==> config.mk <==
export PLATFORM = sky130hd
export DESIGN_NAME = mem_req_seq
export DESIGN_NICKNAME = d
export VERILOG_FILES = /design/src/rtl/mem_req_seq.sv
export SDC_FILE = /design/constraint.sdc
export NUM_CORES = 1
export LEC_CHECK = 0
export CAP_MARGIN = 20
export CORE_MARGIN = 2
export CORE_UTILIZATION = 55
export CTS_BUF_LIST = sky130_fd_sc_hd__clkbuf_16
export CTS_CLUSTER_SIZE = 28
export DETAILED_ROUTE_END_ITERATION = 10
export GPL_TIMING_DRIVEN = 0
export MAX_ROUTING_LAYER = met4
export PLACE_DENSITY = 0.79
export REMOVE_ABC_BUFFERS = 1
export SETUP_SLACK_MARGIN = 0.4
export SLEW_MARGIN = 20
export SYNTH_ARGS = -nofsm -noshare
export SYNTH_HDL_FRONTEND = slang
export SYNTH_SLANG_ARGS = --single-unit
export TNS_END_PERCENT = 30
==> constraint.sdc <==
create_clock -name clk -period 2.8 [get_ports clk]
set_input_delay 0.56 -clock clk [delete_from_list [all_inputs] [get_ports clk]]
set_output_delay 0.56 -clock clk [all_outputs]
set_load 0.01 [all_outputs]
==> src/rtl/mem_req_seq.sv <==
`default_nettype none
// ============================================================================
//  Module   : mem_req_seq
//  Purpose  : Queues read/write commands in a small circular FIFO and replays
//             them, one outstanding at a time, onto a simple req/busy memory
//             bus. Each read returns a one-cycle rspValid pulse with its data.
//  Ports    : clk, reset (async, active-high)
//             cmdValid/cmdReady/cmdWr/cmdAddr/cmdData : command push side
//             rspValid/rspData                        : read response
//             memAddr/memDataIn/wr/req/memBusy/memDataOut : memory bus
//             seqIdle     : FIFO empty and sequencer idle
//             errTimeout  : sticky WAIT timeout flag
//  Options  : REQ_TIMEOUT_EN - enables the WAIT timeout counter. Without it,
//             errTimeout is tied low and WAIT lasts until memBusy drops.
//  Revision : 1.0 - initial release
// ============================================================================
module mem_req_seq #(
  parameter int ADDR_W  = 32,
  parameter int DATA_W  = 8,
  parameter int DEPTH   = 4,
  parameter int TIMEOUT = 64
) (
  input  logic              clk,
  input  logic              reset,
  input  logic              cmdValid,
  output logic              cmdReady,
  input  logic              cmdWr,
  input  logic [ADDR_W-1:0] cmdAddr,
  input  logic [DATA_W-1:0] cmdData,
  output logic              rspValid,
  output logic [DATA_W-1:0] rspData,
  output logic [ADDR_W-1:0] memAddr,
  output logic [DATA_W-1:0] memDataIn,
  output logic              wr,
  output logic              req,
  input  logic              memBusy,
  input  logic [DATA_W-1:0] memDataOut,
  output logic              seqIdle,
  output logic              errTimeout
);

  localparam int C_PTR_W = (DEPTH > 1) ? $clog2(DEPTH) : 1;
  localparam int C_CNT_W = $clog2(DEPTH + 1);
  localparam int C_ENT_W = 1 + ADDR_W + DATA_W;
  localparam logic [C_CNT_W-1:0] C_FULL = C_CNT_W'(DEPTH);

  // Parameter legality is checked at elaboration.
  generate
    if ((DEPTH < 2) || ((DEPTH & (DEPTH - 1)) != 0) || (TIMEOUT < 1)) begin : g_bad_param
      $error("mem_req_seq: DEPTH must be a power of 2 >= 2 and TIMEOUT >= 1");
    end
  endgenerate

  typedef enum logic [1:0] {
    S_IDLE  = 2'd0,
    S_ISSUE = 2'd1,
    S_WAIT  = 2'd2
  } state_t;

  state_t               r_state;
  state_t               w_state_nxt;

  logic [C_ENT_W-1:0]   r_fifo [DEPTH];
  logic [C_PTR_W-1:0]   r_wptr;
  logic [C_PTR_W-1:0]   r_rptr;
  logic [C_CNT_W-1:0]   r_count;
  logic [C_ENT_W-1:0]   w_head;
  logic                 w_push;
  logic                 w_pop;
  logic                 w_done;

  logic                 r_req;
  logic                 r_wr;
  logic [ADDR_W-1:0]    r_addr;
  logic [DATA_W-1:0]    r_wdata;
  logic                 r_rsp_valid;
  logic [DATA_W-1:0]    r_rsp_data;

  // --------------------------------------------------------------------------
  // Command FIFO
  // --------------------------------------------------------------------------
  assign cmdReady = (r_count != C_FULL);
  assign w_push   = cmdValid && cmdReady;
  assign w_head   = r_fifo[r_rptr];

  // Storage carries no reset; validity is tracked by r_count alone.
  always_ff @(posedge clk) begin
    if (w_push) begin
      r_fifo[r_wptr] <= {cmdWr, cmdAddr, cmdData};
    end
  end

  // DEPTH is a power of 2, so pointer overflow is the modulo-DEPTH wrap.
  always_ff @(posedge clk or posedge reset) begin
    if (reset) begin
      r_wptr  <= '0;
      r_rptr  <= '0;
      r_count <= '0;
    end else begin
      if (w_push) r_wptr <= r_wptr + 1'b1;
      if (w_pop)  r_rptr <= r_rptr + 1'b1;
      case ({w_push, w_pop})
        2'b10:   r_count <= r_count + C_CNT_W'(1);
        2'b01:   r_count <= r_count - C_CNT_W'(1);
        default: r_count <= r_count;
      endcase
    end
  end

  // --------------------------------------------------------------------------
  // Sequencer FSM
  // --------------------------------------------------------------------------
`ifdef REQ_TIMEOUT_EN
  localparam int C_TMR_W = $clog2(TIMEOUT + 1);
  localparam logic [C_TMR_W-1:0] C_TMR_LAST = C_TMR_W'(TIMEOUT - 1);

  logic [C_TMR_W-1:0]   r_wait_cnt;
  logic                 r_err;
  logic                 w_timeout;
`endif

  always_ff @(posedge clk or posedge reset) begin
    if (reset) r_state <= S_IDLE;
    else       r_state <= w_state_nxt;
  end

  always_comb begin
    w_state_nxt = r_state;
    w_pop       = 1'b0;
    w_done      = 1'b0;
`ifdef REQ_TIMEOUT_EN
    w_timeout   = 1'b0;
`endif
    case (r_state)
      S_IDLE: begin
        // A push into an empty FIFO is not visible here until the next edge,
        // because r_count is still zero during the push cycle.
        if (r_count != '0) begin
          w_pop       = 1'b1;
          w_state_nxt = S_ISSUE;
        end
      end
      S_ISSUE: begin
        w_state_nxt = S_WAIT;
      end
      S_WAIT: begin
        if (!memBusy) begin
          w_done      = 1'b1;
          w_state_nxt = S_IDLE;
        end
`ifdef REQ_TIMEOUT_EN
        // r_wait_cnt holds (WAIT edge number - 1), so this is the TIMEOUT-th edge.
        else if (r_wait_cnt == C_TMR_LAST) begin
          w_timeout   = 1'b1;
          w_state_nxt = S_IDLE;
        end
`endif
      end
      default: begin
        w_state_nxt = S_IDLE;
      end
    endcase
  end

  // Registered bus and response outputs.
  always_ff @(posedge clk or posedge reset) begin
    if (reset) begin
      r_req       <= 1'b0;
      r_wr        <= 1'b0;
      r_addr      <= '0;
      r_wdata     <= '0;
      r_rsp_valid <= 1'b0;
      r_rsp_data  <= '0;
    end else begin
      // req is high exactly during the ISSUE cycle that follows a pop.
      r_req       <= w_pop;
      r_rsp_valid <= 1'b0;
      if (w_pop) begin
        {r_wr, r_addr, r_wdata} <= w_head;
      end
      if (w_done && !r_wr) begin
        r_rsp_valid <= 1'b1;
        r_rsp_data  <= memDataOut;
      end
`ifdef REQ_TIMEOUT_EN
      // An abandoned read still answers, with zero data, so the requester
      // never waits on a response that will not come.
      if (w_timeout && !r_wr) begin
        r_rsp_valid <= 1'b1;
        r_rsp_data  <= '0;
      end
`endif
    end
  end

`ifdef REQ_TIMEOUT_EN
  always_ff @(posedge clk or posedge reset) begin
    if (reset) begin
      r_wait_cnt <= '0;
      r_err      <= 1'b0;
    end else begin
      if (r_state == S_ISSUE)     r_wait_cnt <= '0;
      else if (r_state == S_WAIT) r_wait_cnt <= r_wait_cnt + C_TMR_W'(1);
      if (w_timeout)              r_err      <= 1'b1;
    end
  end

  assign errTimeout = r_err;
`else
  assign errTimeout = 1'b0;
`endif

  assign req       = r_req;
  assign wr        = r_wr;
  assign memAddr   = r_addr;
  assign memDataIn = r_wdata;
  assign rspValid  = r_rsp_valid;
  assign rspData   = r_rsp_data;
  assign seqIdle   = (r_state == S_IDLE) && (r_count == '0);

endmodule
`default_nettype wire
==> results.cfg <==
[drt]
vias_per_cell = 5.587
ant_nets = 0
first_iter_violations = 206
drc = 0
vias = 3872
dr.pass1.iters = 4
avgRoutedWirePerCell_um = 21.11
drt_wl_total_um = 14630

[setup_path]
startpoint_type = flip-flop
critical_path_required_ns = 2.24
endpoint_kind = primary output
path_max_fanout = 6
critical_path_class = flip-flop to primary output
cp.arrival_ns = 1.82

[timing]
hold_violations = 0
max_freq_ghz = 0.4194
finalCriticalPeriod_ns = 2.385
slew_headroom = 0.5402
setup_slack_ns = 0.4154
drv_slew = 0
clock_skew_ns = 0.009342
fin_crit_sh = 0.8516
setup_violations = 0
worst_slew_pin_slew_ns = 0.6897
rsz0062_at_grt = yes

[placed_design]
dp_slack_ns = 0.2423
gp_congestion = 0.6785
dpl.hpwl_um = 8007
io_buffers = 105

[yosys]
syn_area_um2 = 8340
synth_top_area_frac = 0.5905
synth_cell_types = 25
synth_edf_count = 164
synth_ff_type = edfxtp_1
synth_seq_cells = 224
yosys-top-cells-count = edfxtp_1 (164), dfrtp_1 (60), mux2_2 (50)
synth-async-reset-ratio = 0.2679
yosysMostFrequentCell = edfxtp_1
seq_area_frac_synth = 0.7705
yosys.area.top_type = edfxtp_1
yosys_warnings = 0
avgSynthCellArea_um2 = 22.66
synthCells = 368
synth_top_cells_by_area = edfxtp_1 (59%), dfrtp_1 (18%), mux4_2 (11%)

[pwr]
leakagePower_nw = 3.661
p_sw_frac = 0.2788
p_sw_w = 0.003282
p_per_area_nw_per_um2 = 1134
intPower_w = 0.008492
p_total_w = 0.01177
seq_power_share = 0.432
clockPowerShare = 0.254
share_comb_of_total_power = 0.314
ir_worst_vdd_v = 0.0006358

[global_routing]
grt_pass1_wl_um = 23200
grtUsageTotal = 0.1935
grt-ovfl-total = 0
grt_pass1_vias = 4293
antenna_found_initial = 1
grt_max_degree = 46

[die]
die_h_um = 127.1
rows = 45
die-area_um2 = 16170
coreArea_um2 = 15030
io_pins = 107
die_w_um = 127.1
initial_utilization = 0.5548

[cts]
postCtsSetupRepairBufs = 0
root_buffer = clkbuf_16
clockBufferDepth = 3
htreeDepth = 1
cts_buffers = 23
cts_hold_buffers = 0
clk_latency_ns = 0.50
path_clk_slew_ns = 0.06
clock-sinks = 224
cts_tree = done

[final_layout]
drive_gt1_frac = 0.2837
fin_nets = 546
nFillCells = 945
syn2layout_area_growth_pct = 24.53

[job]
max_cap_viol_count = 0

[min_path]
hp-class = primary input to async pin

[outcome]
status = finished, final reports clean
## worst paths after layout
check / from / endpoint / slack, ns / cells after the start
max in group asynchronous: reset / r_rptr[0] / 1.91 / 3
min: reset / memDataIn[3] / 0.36 / 2
max: r_count[0] / cmdReady / 0.42 / 2
max reg2reg: r_state[0] / r_count[2] / 0.57 / 9
min reg2reg: memAddr[26] / memAddr[26] / 0.51 / 1
min in group clk: memAddr[26] / memAddr[26] / 0.51 / 1
## worst max-delay path, cell delays in order, from the launching register on
cell,delay [ns]
dfrtp_1,0.42
or3b_4,0.42
clkdlybuf4s50_1,0.49
## cell usage in the layout, fill, tap and decap left out, drive strengths merged, types with 2 or more instances in the layout
cell	netlist	final
edfxtp	164	164
mux2	50	50
ha	5	5
nand2	2	3
dfrtp	60	60
clkbuf	3	23
nor2	2	2
clkinvlp	0	4
bufinv	0	3
inv	9	12
clkinv	0	9
clkdlybuf4s50	0	104
xor2	2	2
and3	4	4
xnor2	4	4
mux4	41	41
buf	12	3
mux2i	2	2
## logic make-up (layout without fill, tap and decap cells)
group	after synthesis	in the layout	share of synthesized area
XOR/XNOR	6	6	0.006301
adder cells (fa/ha/maj)	6	6	0.009901
buffers and inverters	24	159	0.01965
flip-flops	224	224	0.7705
multiplexers	93	93	0.1806
other	1	2	0.0004496
AND/OR/NAND/NOR	14	15	0.01260
## sequential cells by signal (all words and copies together), names as in the netlist, 2 cells and up
signal / flops
r_fifo: 164
r_rptr: 2
r_state: 2
r_wptr: 2
rspData: 8
memAddr: 32
memDataIn: 8
r_count: 3
## what timing repair did
item                                   4_1_cts  5_1_grt
endpoints found under the hold margin        0        0
gates resized for setup                      2        4
setup endpoints to repair                    4        4
gates cloned                                 0        1
pin swaps                                    0        1
## final cells by class
class / instances / area, µm² / area share
repair buffers: 108 / 1125 / 0.1083
flip-flops and latches: 224 / 6431 / 0.6192
clock buffers: 23 / 575.6 / 0.05542
diodes: 1 / 2.502 / 0.0002409
clock inverters: 19 / 175.2 / 0.01687
multi-input cells: 121 / 1805 / 0.1738
inverters: 9 / 36.28 / 0.003494
well taps: 188 / 235.2 / 0.02265
## routing by layer
layer / up-vias / share of wire / global-route usage
li1: 1704 / - / -
met1: 2017 / 0.44 / 0.2633
met2: 129 / 0.48 / 0.3080
met3: 22 / 0.060 / 0.04271
met5: - / 0 / -
met4: 0 / 0.015 / 0.04331
## power by group through the flow
stage	logic, W	registers, W	clock network, W
global placement	0.00338	0.00532	0
global route	0.00399	0.00522	0.00320
CTS	0.00370	0.00510	0.00306
floorplan	0.00194	0.00532	0
detailed placement	0.00369	0.00516	0
finish	0.00369	0.00509	0.00299
## stage by stage
stage,utilization,std cells,TNS (ns),hold slack (ns),cell area (µm²)
floorplan,-,353,0,0.4460,8210
global placement,0.6317,646,-160.08,0.4623,9497
detailed placement,0.6385,649,0,0.4933,9599
CTS,0.6887,691,0,0.3537,10350
global route,0.6909,693,0,0.3684,10390
finish,0.6909,693,0,0.3605,10390
Power figures use the tool's default switching activity.
